==> src/rtl/pma_link_ctrl.sv <==
// pma_link_ctrl: link-training and data-path sequencer between the MAC and the PMA
// parallel interface.
//
// On link_en_i it sends an alternating K28.5/D10.2 training pattern. It waits for the
// receiver to return comma/ID pairs, and corrects one lane polarity inversion per
// attempt. After LockCnt good pairs it declares link-up and passes MAC symbols through,
// with K28.5 idle fill. Loss of received commas or a retrain pulse sends it back to
// training.
//
// Optional build macro: PMA_LINK_STATS_EN adds retrain_count_o. This is a saturating
// count of LINK_UP->TRAIN transitions and of training timeouts.
//
// Ports:
//   bit_rate_clk_10_i  parallel symbol clock (sole clock)
//   rst_ni             asynchronous active-low reset
//   link_en_i          level, 1 = bring link up
//   retrain_i          pulse, force retraining from LINK_UP
//   mac_data_in_i      encoded MAC symbol
//   mac_valid_i        mac_data_in_i valid (honoured only while mac_ready_o = 1)
//   rx_data_i          PMA RX_Out symbol
//   tx_data_o          PMA Data_in symbol (registered)
//   mac_data_en_o      PMA MAC_Data_En (registered)
//   rx_polarity_o      PMA RxPolarity (registered)
//   link_up_o          link established
//   mac_ready_o        MAC symbol accepted this cycle
//   train_fail_o       one-cycle pulse on training timeout
//   retrain_count_o    (PMA_LINK_STATS_EN only) saturating retrain/fail count
//   state_o            0 = IDLE, 1 = TRAIN, 2 = LINK_UP
module pma_link_ctrl #(
  parameter int unsigned          DataWidth    = 10,
  parameter logic [DataWidth-1:0] CommaN       = 10'b0011111010,
  parameter logic [DataWidth-1:0] CommaP       = 10'b1100000101,
  parameter logic [DataWidth-1:0] TsId         = 10'b0101010101,
  parameter int unsigned          LockCnt      = 8,
  parameter int unsigned          TrainTimeout = 1024,
  parameter int unsigned          LosCnt       = 256,
  parameter int unsigned          PolSettle    = 4
) (
  input  logic                 bit_rate_clk_10_i,
  input  logic                 rst_ni,
  input  logic                 link_en_i,
  input  logic                 retrain_i,
  input  logic [DataWidth-1:0] mac_data_in_i,
  input  logic                 mac_valid_i,
  input  logic [DataWidth-1:0] rx_data_i,
  output logic [DataWidth-1:0] tx_data_o,
  output logic                 mac_data_en_o,
  output logic                 rx_polarity_o,
  output logic                 link_up_o,
  output logic                 mac_ready_o,
  output logic                 train_fail_o,
`ifdef PMA_LINK_STATS_EN
  output logic [7:0]           retrain_count_o,
`endif
  output logic [1:0]           state_o
);

  localparam int unsigned TimeoutW = $clog2(TrainTimeout);
  localparam int unsigned GoodW    = $clog2(LockCnt + 1);
  localparam int unsigned SettleW  = $clog2(PolSettle + 1);
  localparam int unsigned LosW     = $clog2(LosCnt + 1);

  localparam logic [TimeoutW-1:0] TimeoutMax = TimeoutW'(TrainTimeout - 1);

  typedef enum logic [1:0] {
    StIdle   = 2'd0,
    StTrain  = 2'd1,
    StLinkUp = 2'd2
  } state_e;

  state_e                state_q, state_d;
  logic [DataWidth-1:0]  tx_q, tx_d;
  logic                  mac_en_q, mac_en_d;
  logic                  pol_q, pol_d;
  logic                  link_up_q, link_up_d;
  logic                  mac_ready_q, mac_ready_d;
  logic                  fail_q, fail_d;
  logic                  phase_q, phase_d;     // 1 = next training symbol is TsId
  logic                  flip_q, flip_d;       // polarity flip already used this attempt
  logic [GoodW-1:0]      good_q, good_d;
  logic [SettleW-1:0]    settle_q, settle_d;
  logic [TimeoutW-1:0]   timeout_q, timeout_d;
  logic [LosW-1:0]       los_q, los_d, los_next;
  logic                  prev_comma_q;
  logic                  comma;
  logic                  restart;              // (re)enter TRAIN with a fresh attempt
  logic                  go_idle;

  assign comma = (rx_data_i == CommaN) || (rx_data_i == CommaP);

  always_comb begin
    state_d     = state_q;
    tx_d        = '0;
    mac_en_d    = 1'b0;
    pol_d       = pol_q;
    link_up_d   = 1'b0;
    mac_ready_d = 1'b0;
    fail_d      = 1'b0;
    phase_d     = phase_q;
    flip_d      = flip_q;
    good_d      = good_q;
    settle_d    = settle_q;
    timeout_d   = timeout_q;
    los_d       = '0;
    los_next    = comma ? '0 : los_q + 1'b1;
    restart     = 1'b0;
    go_idle     = 1'b0;

    unique case (state_q)
      StIdle: begin
        if (link_en_i) restart = 1'b1;
      end

      StTrain: begin
        if (!link_en_i) begin
          go_idle = 1'b1;
        end else if (good_q == GoodW'(LockCnt)) begin
          // Lock beats a coincident timeout.
          state_d     = StLinkUp;
          link_up_d   = 1'b1;
          mac_ready_d = 1'b1;
          mac_en_d    = 1'b1;
          tx_d        = CommaN;
        end else if (timeout_q == TimeoutMax) begin
          restart = 1'b1;
          fail_d  = 1'b1;
        end else begin
          mac_en_d  = 1'b1;
          tx_d      = phase_q ? TsId : CommaN;
          phase_d   = ~phase_q;
          timeout_d = timeout_q + 1'b1;
          // Pair check: a comma followed by the ID symbol is one good pair.
          if (settle_q != '0) begin
            settle_d = settle_q - 1'b1;
          end else if (prev_comma_q) begin
            if (rx_data_i == TsId) begin
              good_d = good_q + 1'b1;
            end else if (rx_data_i == ~TsId) begin
              good_d = '0;
              if (!flip_q) begin
                pol_d    = ~pol_q;
                flip_d   = 1'b1;
                settle_d = SettleW'(PolSettle);
              end
            end else begin
              good_d = '0;
            end
          end else if (!comma) begin
            good_d = '0;
          end
        end
      end

      StLinkUp: begin
        if (!link_en_i) begin
          go_idle = 1'b1;
        end else if (retrain_i || (los_next == LosW'(LosCnt))) begin
          restart = 1'b1;
        end else begin
          link_up_d   = 1'b1;
          mac_ready_d = 1'b1;
          mac_en_d    = 1'b1;
          los_d       = los_next;
          tx_d        = (mac_ready_q && mac_valid_i) ? mac_data_in_i : CommaN;
        end
      end

      default: go_idle = 1'b1;
    endcase

    if (go_idle) begin
      state_d   = StIdle;
      pol_d     = 1'b0;
      phase_d   = 1'b0;
      flip_d    = 1'b0;
      good_d    = '0;
      settle_d  = '0;
      timeout_d = '0;
    end

    if (restart) begin
      state_d   = StTrain;
      tx_d      = CommaN;
      mac_en_d  = 1'b1;
      pol_d     = 1'b0;
      phase_d   = 1'b1;
      flip_d    = 1'b0;
      good_d    = '0;
      settle_d  = '0;
      timeout_d = '0;
    end
  end

  always_ff @(posedge bit_rate_clk_10_i or negedge rst_ni) begin
    if (!rst_ni) begin
      state_q      <= StIdle;
      tx_q         <= '0;
      mac_en_q     <= 1'b0;
      pol_q        <= 1'b0;
      link_up_q    <= 1'b0;
      mac_ready_q  <= 1'b0;
      fail_q       <= 1'b0;
      phase_q      <= 1'b0;
      flip_q       <= 1'b0;
      good_q       <= '0;
      settle_q     <= '0;
      timeout_q    <= '0;
      los_q        <= '0;
      prev_comma_q <= 1'b0;
    end else begin
      state_q      <= state_d;
      tx_q         <= tx_d;
      mac_en_q     <= mac_en_d;
      pol_q        <= pol_d;
      link_up_q    <= link_up_d;
      mac_ready_q  <= mac_ready_d;
      fail_q       <= fail_d;
      phase_q      <= phase_d;
      flip_q       <= flip_d;
      good_q       <= good_d;
      settle_q     <= settle_d;
      timeout_q    <= timeout_d;
      los_q        <= los_d;
      prev_comma_q <= comma;
    end
  end

`ifdef PMA_LINK_STATS_EN
  logic [7:0] retrain_cnt_q;

  // A restart out of TRAIN is a timeout; out of LINK_UP it is a retrain.
  always_ff @(posedge bit_rate_clk_10_i or negedge rst_ni) begin
    if (!rst_ni) begin
      retrain_cnt_q <= '0;
    end else if (restart && (state_q != StIdle) && (retrain_cnt_q != 8'hFF)) begin
      retrain_cnt_q <= retrain_cnt_q + 8'd1;
    end
  end

  assign retrain_count_o = retrain_cnt_q;
`endif

  assign tx_data_o     = tx_q;
  assign mac_data_en_o = mac_en_q;
  assign rx_polarity_o = pol_q;
  assign link_up_o     = link_up_q;
  assign mac_ready_o   = mac_ready_q;
  assign train_fail_o  = fail_q;
  assign state_o       = state_q;

endmodule

==> config.mk <==
export PLATFORM = sky130hd
export DESIGN_NAME = pma_link_ctrl
export DESIGN_NICKNAME = d
export VERILOG_FILES = /design/src/rtl/pma_link_ctrl.sv
export SDC_FILE = /design/constraint.sdc
export NUM_CORES = 1
export LEC_CHECK = 0
export CORE_MARGIN = 4
export CORE_UTILIZATION = 35
export DETAILED_ROUTE_END_ITERATION = 8
export GPL_ROUTABILITY_DRIVEN = 0
export GPL_TIMING_DRIVEN = 0
export PLACE_DENSITY = 0.65
export SETUP_SLACK_MARGIN = 0.3
export SKIP_LAST_GASP = 1
export SYNTH_ARGS = -nofsm -noshare
export SYNTH_HDL_FRONTEND = slang
export SYNTH_SLANG_ARGS = --single-unit
==> constraint.sdc <==
create_clock -name bit_rate_clk_10_i -period 6.3 [get_ports bit_rate_clk_10_i]
set_clock_uncertainty 0.05 [all_clocks]
set_input_delay 1.26 -clock bit_rate_clk_10_i [delete_from_list [all_inputs] [get_ports bit_rate_clk_10_i]]
set_output_delay 1.26 -clock bit_rate_clk_10_i [all_outputs]
set_load 0.05 [all_outputs]
==> results list, run 1 <==
- The detailed router placed 2002 vias in this run.
* Initial Util: 36.3%
- Summed over all nets, the half-perimeter wirelength after detailed placement is 4000 um.
- Number of cells upsized or downsized after cts: 0
* Top_reg_cell synth: dfrtp_1
* Number of antenna repair diodes: 0
- Leaving out fill and tap cells, the most frequent cell in the layout is dfrtp_1.
- The detailed router finished its first iteration with 116 violations.
- In the routed layout, each cell is associated on average with a via count of 4.92.
- In this run the core area contains 30 standard-cell rows.
* Post-CTS setup repair buffer count: 0
- Final worst path period share: 54.7%
* Die extent in x: 92.4 um
- Power density over cell area: 266 nW/um2
* Clk root buf: clkbuf_8
- Minimum setup slack in the final design: 2.85 ns
- After detailed routing, the number of remaining DRC violations is 0.
* Setup slack on the worst flop-to-flop path: 3.84 ns
* First-pass GRT wire length: 9160 um
- Synthesized-area fraction occupied by xor and xnor cells: 7.38%
- The worst pin sits at a relative slew slack of 63.3%.
- The signal on the critical path passes through clkdlybuf4s50_1 -> or4b_1 -> nor3_1 -> a22oi_1 -> and3_1 -> buf_4 -> o31ai_4 -> buf_6 -> o211ai_1.
- Final net count: 344
- The count of buffers added on input and output ports is 41.
- Number of violations of the max-capacitance limit: 0
* Cell type group with the largest total delay on the critical path: simple AND/OR/NAND/NOR gates
- Area Growth Syn to Fin: 25.6%
- Antenna-violating nets left: 0
- The first detailed-routing pass ran for 5 iterations.
* Critical path startpoint category: input port
- The worst register-to-register path ends at state_o[1].
* I/O pin count: 42
* Critical Path End Type: flip-flop
- Post-detailed-routing wire length: 5270 um
- Clock edge transition at the registers on the reported setup and hold paths: 0.08 ns
- Vias in the first global route: 1983
* Sinks on the clock net: 45
* Worst setup timing slack at the placement stage: 2.53 ns
- The largest individual stage delay along the critical path comes from the cell or4b_1.
* Hold/Removal Path Class: reg -> reg
- Worst Path Class, Setup: in -> reg
- CTS tree: built
- Hold violation total from the final report: 0
* Die area: 8540 um2
- Number of warnings issued by yosys: 0
* Largest net degree at the start of global routing: 24
- Clock latency on the worst-skew pair: 0.30 ns
* Die H: 92.4 um
* Distinct cell type count of the synthesized netlist: 49
* Result of the run: completed
- Clock buffers created by TritonCTS: 5
* Adder-Cell Fraction of Synth Area: 4.52%
- IR analysis of the VDD net gives a maximum drop of 0.0849 mV.
- For this run the aggregate overflow at the end of global routing stands at 0.
* Cells after synthesis: 261
* Unrepaired setup endpoints after global routing: false
- Setup violations remaining at the end of the flow were counted as 0.
* Mapped cell area: 2490 um2
- Worst Hold Depth: 1
* Largest stage delay on the critical path: 0.53 ns
* Post-synthesis area per instance: 9.55 um2
- The critical path contains buffers and inverters numbering 3 combined.
- After clock tree synthesis, the flow added hold-fix buffers numbering 0.
- The initial antenna violation count came to 0.
* F_max: 290 MHz
- The floorplan step defined a core boundary enclosing 6870 um2.
- Data required, critical path: 6.42 ns
- In this run the static leakage power is 1.34 nW.
- Flip-flop and latch count after synthesis: 45
- Basic-gate share of the synthesized area counting and, or, nand and nor cells: 28.4%
- In this run the critical register-to-register path is launched from los_q[6].
- Fraction of layout instances using a drive strength above 1: 9.00%
* Actual transition at the worst max-transition pin: 0.551 ns
- Fraction of registers with async set or reset after synthesis: 100%
- Max-slew violation total from the final report: 0
- Hold wc startpoint: los_q[0]
* Data arrival time of the critical path: 3.57 ns
- Clock tree buffer depth: 2
- Synthesis produced a netlist with a net count of 295.
* Commonest non-fill, non-tap cells in the layout: dfrtp_1 (45), nor2_1 (40), clkdlybuf4s50_1 (40)
- For this run, the register share of the synthesized area comes to 45.2%.
- The largest total area in the synthesized netlist belongs to dfrtp_1.
- Cells on worst reg2reg path: 9
- Sink of the worst hold path: los_q[0]
- CTS built an H-tree with a depth of 2.
- Counting flops with a built-in enable in the synthesized netlist gives 0.
- Across every metal layer, demand over resource in global routing totals 13.1%.
* Combinational family with the most area after synthesis: simple AND/OR/NAND/NOR gates
- In the final routed layout, each cell accounts on average for 12.9 um.
- Cell types with the largest area share after synthesis: dfrtp_1 (45%), nor2_1 (6.0%), ha_1 (4.5%)
- Min Clock Period, post-route: 3.45 ns
* Aggregate negative setup slack: 0 ns
* Crit path max fanout: 10
* Compound-Gate Fraction of Synth Area: 9.28%
- The synthesized design devotes to its leading area cell type 45.2% of total area.
- Portion of netlist area occupied by mux cells: 1.66%
[stage by stage]
step | hold WS [ns] | std cells | cell area [um2] | utilization, % | total power, mW
global route | 0.511 | 407 | 3130 | 45.6 | 0.879
floorplan | 0.407 | 261 | 2490 | - | 0.553
CTS | 0.476 | 407 | 3130 | 45.6 | 0.844
detailed placement | 0.461 | 399 | 3050 | 44.4 | 0.666
finish | 0.472 | 407 | 3130 | 45.6 | 0.834
global placement | 0.428 | 398 | 3020 | 44.0 | 0.660
[routing by layer]
metal  vias to the layer above  track usage [%]  wire (um)  share of wire (%)
met5                         -                0          0                  0
li1                       1007                -          -                  -
met3                         6             2.36        261                5.0
met1                       937             17.1       2510                 48
met4                         0             4.83         87                1.7
met2                        52             21.5       2410                 46
[synth_stat cells, types with 2 or more instances]
cell type / n
o21ai_0: 6
o211ai_1: 2
mux2i_1: 3
nand2_1: 23
xor2_1: 12
clkbuf_1: 3
or2_2: 6
nor3_1: 3
nand3_1: 14
nor3b_1: 2
xnor2_1: 9
a211oi_1: 2
a21oi_1: 8
dfrtp_1: 45
a31oi_1: 2
ha_1: 9
nand4b_1: 2
nand3b_1: 2
and2_1: 2
inv_1: 9
nor2_1: 40
buf_4: 4
nor2b_1: 4
nand4_1: 9
and3_1: 12
and4_1: 5
[where the power goes]
| part | switching, mW | internal (mW) |
|---|---|---|
| logic | 0.209 | 0.114 |
| registers | 0.0166 | 0.319 |
| clock network | 0.0985 | 0.0766 |
| total | 0.324 | 0.510 |
[state kept, by name, indices dropped and copies added, names as in the netlist]
register	cells
mac_data_en_o	1
timeout_q	10
settle_q	3
state_o	2
tx_data_o	10
phase_q	1
good_q	4
los_q	9
mac_ready_o	1
rx_polarity_o	1
train_fail_o	1
prev_comma_q	1
flip_q	1
[layout make-up]
| cell class | instances | area [um2] |
|---|---|---|
| sequential | 45 | 1130 |
| inverter | 9 | 33.8 |
| clock inverter | 3 | 17.5 |
| buffer | 9 | 56.3 |
| multi-input combinational | 198 | 1280 |
| timing repair buffer | 42 | 433 |
| tap | 96 | 120 |
| clock buffer | 5 | 68.8 |
| fill | 668 | 3740 |
[worst max-delay path by stage]
| stage | to | cells past startpoint | from |
|---|---|---|---|
| 4_1_cts | tx_data_o[6] | 9 | rx_data_i[1] |
| 3_5_place_dp | tx_data_o[6] | 9 | rx_data_i[1] |
| 2_1_floorplan | tx_data_o[4] | 8 | rx_data_i[1] |
| 3_3_place_gp | tx_data_o[4] | 9 | rx_data_i[1] |
| 6_report | tx_data_o[6] | 9 | rx_data_i[1] |
| 5_1_grt | tx_data_o[6] | 9 | rx_data_i[2] |
[cells by family after synthesis]
kind of cell | count (synthesis)
simple gates | 133
flops | 45
compound gates | 31
xor+xnor | 21
buf+inv | 18
fa+ha+maj | 9
mux | 4
(Power assumes the default switching activity.)
==> run 2, diff against run 1 <==
--- a/config.mk
+++ b/config.mk
@@ -10,7 +10,7 @@
 export DETAILED_ROUTE_END_ITERATION = 8
 export GPL_ROUTABILITY_DRIVEN = 0
 export GPL_TIMING_DRIVEN = 0
-export PLACE_DENSITY = 0.65
+export PLACE_DENSITY = 0.67
 export SETUP_SLACK_MARGIN = 0.3
 export SKIP_LAST_GASP = 1
 export SYNTH_ARGS = -nofsm -noshare
==> constraint.sdc (replaced) <==
create_clock -name bit_rate_clk_10_i -period 2.95 [get_ports bit_rate_clk_10_i]
set_clock_uncertainty 0.05 [all_clocks]
set_input_delay 0.59 -clock bit_rate_clk_10_i [delete_from_list [all_inputs] [get_ports bit_rate_clk_10_i]]
set_output_delay 0.59 -clock bit_rate_clk_10_i [all_outputs]
set_load 0.05 [all_outputs]
==> run 2 against run 1 <==
Critical path depth unchanged. Highest routed layer unchanged. Count of clock-buffer cells in the layout up 2. Sequential power up 110%. Flip-flop and latch count unchanged.
==> results list, run 2 (synthesis gave the netlist of run 1 again) <==
- Result of the run: completed
- In the layout the commonest cells are dfrtp_1 (45), nor2_1 (40), clkdlybuf4s50_1 (36).
- Port Buf Inserts: 41 (unchanged)
- The core region area is 6870 um2 (unchanged).
* F_max: 399 MHz
* Leakage power: 1.42 nW (+5.5%)
- The die area is 8540 um2 (unchanged).
- The clock latency on the worst-skew pair was 0.29 ns (about the same).
- Clock tree synthesis selected as its root buffer the cell clkbuf_8.
- The maximum root-to-sink buffer count is 2 (unchanged).
- Final net count: 348 (+1.2%)
- The number of buffers added by the clock tree synthesis step came to 5 (unchanged).
* DRC Markers: 0 (unchanged)
- Fraction of layout instances using a drive strength above 1: 11.4% (+2.4 points)
- Total vias in the final route: 2048 (+2.3%)
- The worst supply voltage drop on vdd was 0.222 mV (+160%).
- Minimum setup slack in the final design: 0.446 ns (-2.41 ns)
* Data arrival time of the critical path: 2.64 ns (-0.93 ns)
- Std cell rows: 30 (unchanged)
- The number of slew-limit violations in the final report is 0 (unchanged).
* Aggregate negative setup slack: 0 ns (unchanged)
- The number of global-route vias before repair was 1936 (-2.4%).
- The width of the die came to 92.4 um (unchanged).
- The worst hold margin is 0.161 ns (-0.311 ns).
- Number of buffers inserted for hold repair after clock tree synthesis: 0 (unchanged)
- The number of DRC markers after the initial detailed-route iteration was 112 (-3.4%).
- Unrepaired setup endpoints after global routing: false
- The power share of the combinational group came to 36.6% (-2.1 points).
- The required time at the worst-slack endpoint is 3.08 ns (-3.34 ns).
- Length of the first detailed-routing pass in iterations: 4 (-1)
- The clock share of power came to 25.6% (+4.6 points).
* Detail Placement HPWL: 3940 um (-1.4%)
* Number of antenna repair diodes: 0 (unchanged)
- Sinks on the clock net: 45 (unchanged)
- Final worst path period share: 84.9%
- The worst reg-to-reg path cell count came to 9 (unchanged).
* Final core area utilization: 47.0% (+1.4 points)
- The actual slew at the worst max-slew pin is 0.511 ns (-0.0395 ns).
- The y dimension of the die is 92.4 um (unchanged).
- The number of vias per cell after detailed routing came to 4.98 (+1.3%).
- From synthesis to final layout, the design area changed by 29.6%.
- CTS tree: built
- The wire length of the first global-routing pass came to 8880 um (-3.0%).
* Worst setup timing slack at the placement stage: -0.113 ns (-2.64 ns)
- Power density over cell area: 585 nW/um2 (+120%)
- The number of max-cap violations was 0 (unchanged).
- The count of antenna-violating nets left after detailed routing came to 0 (unchanged).
- Post-detailed-routing wire length: 5250 um (-0.38%)
* Initial Util: 36.3% (unchanged)
- Critical Path End Type: flip-flop
- The switching part of the total was 36.2% (-2.7 points).
- H-tree depth: 2 (unchanged)
- The count of final hold-check violations was 0 (unchanged).
* Post-route cell area: 3230 um2 (+3.1%)
* Crit path max fanout: 10 (unchanged)
- Instance area at placement: 3040 um2 (-0.25%)
* Sequential power share: 37.8% (-2.5 points)
* Min Clock Period, post-route: 2.50 ns
- The overflow left after global routing is 0 (unchanged).
- The setup path with the least slack is of type reg -> reg.
- Max transition margin: 65.8% (+2.5 points)
* Most frequent standard cell in the layout excluding fill and tap cells: dfrtp_1
- The count of final setup violators came to 0 (unchanged).
- Hold/Removal Path Class: in -> async
- Initial antenna violation count: 0 (unchanged)
- The clock edge transition at the registers on the reported setup and hold paths was 0.08 ns (about the same).
* Final routed wire length divided by cell count: 12.8 um (-1.3%)
* Cell internal pwr: 1.21 mW (+140%)
- The power spent charging and discharging nets is 0.683 mW (+110%).
* I/O pin count: 42 (unchanged)
- The worst setup path is launched from a flip-flop.
- Global router's overall resource usage: 12.7% (-0.32 points)
- The maximum number of pins on one net before global-route repair came to 30 (+25%).
## run 2: cell types whose count changed in the layout (fill, tap and decap cells not counted), moves of 2 or more
| cell | before | now |
|---|---|---|
| buf_4 | 4 | 7 |
| clkdlybuf4s50_1 | 40 | 36 |
| dlymetal6s2s_1 | 0 | 4 |
| clkinv_2 | 2 | 0 |
## run 2: worst max-delay path, stage by stage, from the launching register on
cell       delay, ns
dfrtp_1         0.37
clkbuf_1        0.18
xor2_1          0.20
or4_4           0.44
a2111oi_4       0.39
and3_4          0.24
buf_6           0.12
o22a_1          0.16
buf_4           0.19
a21oi_1         0.06
## run 2: repair_timing
item	in CTS	in global routing
setup buffers	0	3
gates cloned	0	1
resized for setup	3	9
pin swaps	0	6
endpoints found under the setup margin	30	23
## run 2: layout make-up
class / count / area (um2)
fill: 674 / 3640
multi-input combinational: 198 / 1310
sequential: 45 / 1130
timing repair buffer: 46 / 465
tap: 96 / 120
clock buffer: 7 / 86.3
buffer: 9 / 60.1
inverter: 9 / 33.8
clock inverter: 1 / 30.0
## run 2: final timing paths
| check | slack (ns) | startpoint | end |
|---|---|---|---|
| min in group bit_rate_clk_10_i | 0.46 | flip_q | flip_q |
| max in group asynchronous | 2.20 | rst_ni | state_o[0] |
| hold reg to reg | 0.46 | flip_q | flip_q |
| hold / removal | 0.16 | rst_ni | los_q[5] |
| setup reg to reg | 0.45 | los_q[6] | good_q[2] |
| setup / recovery | 0.45 | los_q[6] | good_q[2] |
## run 2: through the flow
stage | instances | power, mW
2_1_floorplan | 261 | 1.18
3_3_place_gp | 398 | 1.41
3_5_place_dp | 399 | 1.41
4_1_cts | 407 | 1.90
5_1_grt | 411 | 1.99
6_report | 411 | 1.89
## run 2: power groups by stage
| stage | clock (mW) | combinational, mW | sequential, mW |
|---|---|---|---|
| after global routing | 0.521 | 0.741 | 0.725 |
| after detailed placement | 0 | 0.686 | 0.728 |
| after CTS | 0.495 | 0.690 | 0.716 |
| after floorplan | 0 | 0.269 | 0.911 |
| after global placement | 0 | 0.682 | 0.728 |
| final | 0.483 | 0.692 | 0.714 |
## run 2: metal layers
metal | track usage [%] | wire length, um
met2 | 21.3 | 2450
met1 | 16.3 | 2440
met5 | 0 | 0
met3 | 2.84 | 284
met4 | 4.08 | 73
